[src/rtl/md_arbiter.sv]
// rtl/md_arbiter.sv - round-robin arbiter sharing the data memory between the cpu and dma ports
module md_arbiter #(
    parameter int ADDR_W = 12,
    parameter int DATA_W = 16,
    parameter int RD_LAT = 2
) (
    input  logic              clock,
    input  logic              reset,
    input  logic              cpu_req,
    input  logic              cpu_we,
    input  logic [ADDR_W-1:0] cpu_addr,
    input  logic [DATA_W-1:0] cpu_wdata,
    output logic              cpu_ack,
    output logic [DATA_W-1:0] cpu_rdata,
    input  logic              dma_req,
    input  logic              dma_we,
    input  logic [ADDR_W-1:0] dma_addr,
    input  logic [DATA_W-1:0] dma_wdata,
    output logic              dma_ack,
    output logic [DATA_W-1:0] dma_rdata,
    output logic [ADDR_W-1:0] mem_addr,
    output logic [DATA_W-1:0] mem_data,
    output logic              mem_wren,
    output logic              mem_en,
    input  logic [DATA_W-1:0] mem_q,
    output logic              busy,
    output logic              owner
);

    localparam logic [1:0] IDLE  = 2'd0;
    localparam logic [1:0] ISSUE = 2'd1;
    localparam logic [1:0] WAIT  = 2'd2;
    localparam logic [1:0] DONE  = 2'd3;

    localparam int CNT_W = (RD_LAT > 1) ? $clog2(RD_LAT) : 1;
    localparam logic [CNT_W-1:0] LAST_CNT = CNT_W'(RD_LAT - 1);

    logic [1:0]        state;
    logic [1:0]        state_nxt;
    logic              last_owner;
    logic              owner_q;
    logic              lat_we;
    logic [CNT_W-1:0]  wait_cnt;

    logic              grant_valid;
    logic              grant_dma;
    logic              gnt_we;
    logic [ADDR_W-1:0] gnt_addr;
    logic [DATA_W-1:0] gnt_wdata;
    logic              wait_done;

    // On a tie the requester that did not go last wins; last_owner resets to dma.
    always_comb begin
        grant_valid = cpu_req | dma_req;
        grant_dma   = dma_req & (~cpu_req | ~last_owner);
        gnt_we      = grant_dma ? dma_we    : cpu_we;
        gnt_addr    = grant_dma ? dma_addr  : cpu_addr;
        gnt_wdata   = grant_dma ? dma_wdata : cpu_wdata;
        wait_done   = (state == WAIT) && (wait_cnt == LAST_CNT);
    end

    always_comb begin
        state_nxt = state;
        case (state)
            IDLE:    if (grant_valid) state_nxt = ISSUE;
            ISSUE:   state_nxt = lat_we ? DONE : WAIT;
            WAIT:    if (wait_done) state_nxt = DONE;
            DONE:    state_nxt = IDLE;
            default: state_nxt = IDLE;
        endcase
    end

    // Memory strobes and acks are registered, so each is set on the edge entering the state it belongs to.
    always_ff @(posedge clock or negedge reset) begin
        if (!reset) begin
            state      <= IDLE;
            last_owner <= 1'b1;
            owner_q    <= 1'b0;
            lat_we     <= 1'b0;
            wait_cnt   <= '0;
            cpu_ack    <= 1'b0;
            dma_ack    <= 1'b0;
            cpu_rdata  <= '0;
            dma_rdata  <= '0;
            mem_addr   <= '0;
            mem_data   <= '0;
            mem_wren   <= 1'b0;
            mem_en     <= 1'b0;
        end else begin
            state    <= state_nxt;
            mem_en   <= 1'b0;
            mem_wren <= 1'b0;
            cpu_ack  <= 1'b0;
            dma_ack  <= 1'b0;
            case (state)
                IDLE: begin
                    if (grant_valid) begin
                        owner_q  <= grant_dma;
                        lat_we   <= gnt_we;
                        mem_addr <= gnt_addr;
                        mem_data <= gnt_wdata;
                        mem_en   <= 1'b1;
                        mem_wren <= gnt_we;
                    end
                end
                ISSUE: begin
                    wait_cnt <= '0;
                    if (lat_we) begin
                        cpu_ack <= ~owner_q;
                        dma_ack <= owner_q;
                    end
                end
                WAIT: begin
                    wait_cnt <= wait_cnt + CNT_W'(1);
                    if (wait_done) begin
                        if (owner_q) dma_rdata <= mem_q;
                        else         cpu_rdata <= mem_q;
                        cpu_ack <= ~owner_q;
                        dma_ack <= owner_q;
                    end
                end
                DONE: begin
                    last_owner <= owner_q;
                end
                default: begin
                end
            endcase
        end
    end

    assign busy  = (state != IDLE);
    assign owner = busy & owner_q;

endmodule

[config.mk]
export PLATFORM = sky130hd
export DESIGN_NAME = md_arbiter
export DESIGN_NICKNAME = d
export VERILOG_FILES = /design/src/rtl/md_arbiter.sv
export SDC_FILE = /design/constraint.sdc
export NUM_CORES = 1
export LEC_CHECK = 0
export CORE_AREA = 2 2 112 114
export CTS_BUF_LIST = sky130_fd_sc_hd__clkbuf_2
export DETAILED_ROUTE_END_ITERATION = 8
export DIE_AREA = 0 0 114 116
export PLACE_DENSITY = 0.53
export SLEW_MARGIN = 10
export SYNTH_ARGS = -nofsm -noshare
export SYNTH_HDL_FRONTEND = slang
export SYNTH_SLANG_ARGS = --single-unit
[constraint.sdc]
create_clock -name clock -period 2.3 [get_ports clock]
set_input_delay 0.23 -clock clock [delete_from_list [all_inputs] [get_ports clock]]
set_output_delay 0.23 -clock clock [all_outputs]
set_load 0.01 [all_outputs]
==> impl_metrics.py <==
metrics = {
    "power_and_ir_drop": {
        "sw_frac_of_total_pct": 35.1,
        "ir_drop_mv": 0.408,
        "p_comb_share_pct": 51.0,
        "p_leak_nw": 1.97,
        "cellInternalPower_mw": 3.80,
        "clkPwrFrac_pct": 11.9,
        "power_frac_seq_pct": 37.1,
        "switchingPower_mw": 2.06,
        "powerDensity_nw_per_um2": 1260,
        "finalPower_mw": 5.86,
    },
    "sta": {
        "fin_setup_tns_ps": 0,
        "hold_ws_ps": 211,
        "max_freq_mhz": 465,
        "post-route-min-period_ps": 2150,
        "timing_hold_violations_final": 0,
        "grt_setup_unrepaired": "false",
        "setup_violations": 0,
        "fin_crit_sh_pct": 93.6,
        "finalClockSkew_ps": 26.5,
        "worstMarginPinSlew_ps": 931,
        "relSlewSlack_pct": 37.9,
        "slew_violations": 0,
    },
    "clock_tree": {
        "clock_latency_ps": 520,
        "clock-sinks": 70,
        "ctsResizeCount": 0,
        "tritoncts": "yes",
        "clkTransAtPathRegs_ps": 220,
        "cts_root_buf": "clkbuf_2",
        "clock_path_buffers": 2,
        "ctsHtreeMaxLevel": 3,
        "cts_buffers": 9,
    },
    "worst_setup_path": {
        "rrSetupSlack_ps": 620,
        "end_kind": "output port",
        "critPathBufInv": 2,
        "cp_top_family": "buffers and inverters",
        "r2r_cells": 4,
        "cp_max_fo": 5,
        "cp-start-kind": "register",
        "r2r_end": "cpu_rdata[8]",
        "r2r-start": "state[1]",
        "cpMaxStageDelayCell": "clkdlybuf4s50_1",
        "crit_chain": "inv_1, ha_1, nor2_1, clkdlybuf4s50_1",
        "crit_required_ps": 2070,
        "critPathMaxStageDelay_ps": 570,
        "critical_path_class": "register to output port",
        "cp.arrival_ps": 1920,
        "path_depth": 4,
    },
    "global_routing": {
        "grt_antenna_before_repair": 0,
        "grt_pass1_wl_mm": 13.7,
        "overflow": 0,
        "globalRouteTotalUtil_pct": 13.5,
        "grt_pass1_vias": 2637,
        "grt_start_max_net_pins": 71,
    },
    "drt": {
        "drt_iter0_drc": 86,
        "via_count": 2527,
        "vias_per_cell": 4.47,
        "drc": 0,
        "antenna_left": 0,
        "routedWlPerCell_um": 15.4,
        "dr.pass1.iters": 4,
        "totalWireLength_mm": 8.70,
    },
    "synth": {
        "synthArstFlopShare_pct": 100,
        "ys_types": 23,
        "synth_area_um2": 2940,
        "syn_avg_cell_area_um2": 11.2,
        "synth-main-ff-cell": "dfrtp_1",
        "synth_fp_nets": 344,
        "yosys.area.top_type_share_pct": 58.7,
        "synth.largest_area_cell": "dfrtp_1",
        "ys_seq_area_share_pct": 59.6,
        "ys_warn_count": 0,
        "syn_inst": 262,
        "synth_edf_count": 0,
        "yosys_register_bits": 70,
        "synthTopCellsByArea": "dfrtp_1 59%, mux2_2 14%, a21oi_1 9.9%, nor2_1 4.5%, nand2_1 3.8%",
    },
    "final_layout": {
        "diodes": 0,
        "drive_gt1_share_pct": 15.8,
        "multi_input_area_um2": 1090,
        "area_growth_pct": 58.4,
        "nets": 495,
        "ff_latch_area_um2": 1750,
        "final.fill_count": 1217,
    },
    "place": {
        "gp_congestion": 0.708,
        "io_buffers": 143,
        "dp_hpwl_mm": 6.17,
    },
    "floorplanning": {
        "initial_core_util_pct": 24.7,
        "die_w_um": 114,
        "coreArea_um2": 11900,
        "dieHeight_um": 116,
        "fp.dieArea_um2": 13200,
        "row_count": 40,
        "ioPinCount": 144,
    },
    "min_path": {
        "hold_path_end": "mem_addr[4]",
        "holdPathStages": 3,
        "hold_path.class": "input port to register",
        "min_from": "cpu_addr[4]",
    },
    "run": {
        "cap_violations": 0,
    },
    "outcome": {
        "status": "completed",
    },
}
## registers in the layout (all words and copies together) (netlist names)
signal	flops
cpu_ack	1
mem_addr	12
mem_wren	1
cpu_rdata	16
dma_rdata	16
owner_q	1
mem_data	16
mem_en	1
state	2
dma_ack	1
wait_cnt	1
last_owner	1
lat_we	1
## kinds of logic (layout without fill, tap and decap cells)
| kind of cell | after synthesis | after routing | synth area share [%] |
|---|---|---|---|
| AOI/OAI and AO/OA | 64 | 64 | 11.7 |
| adders and majority gates | 4 | 4 | 1.70 |
| buffers and inverters | 18 | 174 | 3.49 |
| DFF | 70 | 70 | 59.6 |
| muxes | 37 | 37 | 14.1 |
| and+or+nand+nor | 69 | 69 | 9.40 |
## worst max path at each step
stage	startpoint	to	slack [ps]
2_1_floorplan	state[0]	cpu_rdata[10]	810
3_3_place_gp	state[0]	cpu_rdata[11]	580
3_5_place_dp	state[0]	cpu_rdata[11]	550
4_1_cts	state[0]	owner	70
5_1_grt	state[0]	owner	20
6_report	state[0]	owner	150
## power groups by stage
stage	combinational, mW	clock, mW	sequential [mW]
2_1_floorplan	1.08	0	2.46
3_3_place_gp	2.94	0	2.22
3_5_place_dp	2.98	0	2.22
4_1_cts	3.03	0.751	2.18
5_1_grt	3.26	0.785	2.26
6_report	2.99	0.695	2.17
## cell usage in the layout (no fill, tap or decap), drive strengths merged
master	instances
mux2i	1
ha	4
bufinv	1
o21ai	1
dlygate4sd3	1
clkinvlp	1
clkbuf	9
a21bo	1
nand3	2
o22a	1
dfstp	1
inv	6
mux2	36
dfrtp	69
nor2b	1
buf	10
nand2b	1
a31oi	1
nand2	30
clkdlybuf4s50	142
o22ai	1
a21oi	58
clkinv	4
nor2	35
a21boi	1
## layout make-up
class                           count  area share, %
Sequential cell                    70           37.6
Inverter                            5          0.403
Clock buffer                        9          0.966
Tap cell                          147           3.95
Multi-Input combinational cell    174           23.4
Timing Repair Buffer              153           32.3
Clock inverter                      7           1.37
## worst register-to-register path, delay by kind of cell, from the launching register on
| kind | cells | cell delay (ps) |
|---|---|---|
| adder cells (fa/ha/maj) | 1 | 250 |
| flip-flops | 1 | 390 |
| multiplexers | 1 | 430 |
| AND/OR/NAND/NOR | 1 | 400 |
| buffers and inverters | 1 | 130 |
## synthesized netlist by cell type (2+ instances only)
| library cell | number |
|---|---|
| nand2_1 | 30 |
| clkbuf_1 | 3 |
| inv_1 | 5 |
| nand3_2 | 2 |
| nor2_1 | 35 |
| buf_2 | 5 |
| dfrtp_1 | 69 |
| mux2_2 | 36 |
| buf_4 | 3 |
| ha_1 | 4 |
| a21oi_1 | 58 |
## timing repair
item                       in CTS  in global routing
hold endpoints to repair       69                  0
hold buffers                    1                  0
setup endpoints to repair       2                  0
buffers inserted                2                  0
## per-stage QoR
step / worst slack (ps) / cells / utilization (%) / cell area (µm²)
finish: 147 / 565 / 39.1 / 4660
global route: 23.4 / 565 / 39.1 / 4660
CTS: 74.3 / 565 / 39.1 / 4660
detailed placement: 550 / 546 / 38.0 / 4530
global placement: 578 / 546 / 38.0 / 4530
floorplan: 807 / 262 / - / 2940
## routing by layer
| layer | wire length [µm] | track usage [%] | vias to the layer above |
|---|---|---|---|
| met2 | 3790 | 21.5 | 121 |
| met1 | 4020 | 17.2 | 1202 |
| li1 | - | - | 1196 |
| met3 | 781 | 4.76 | 8 |
| met4 | 113 | 4.39 | 0 |
| met5 | 0 | 0 | - |
(Power assumes the default switching activity.)
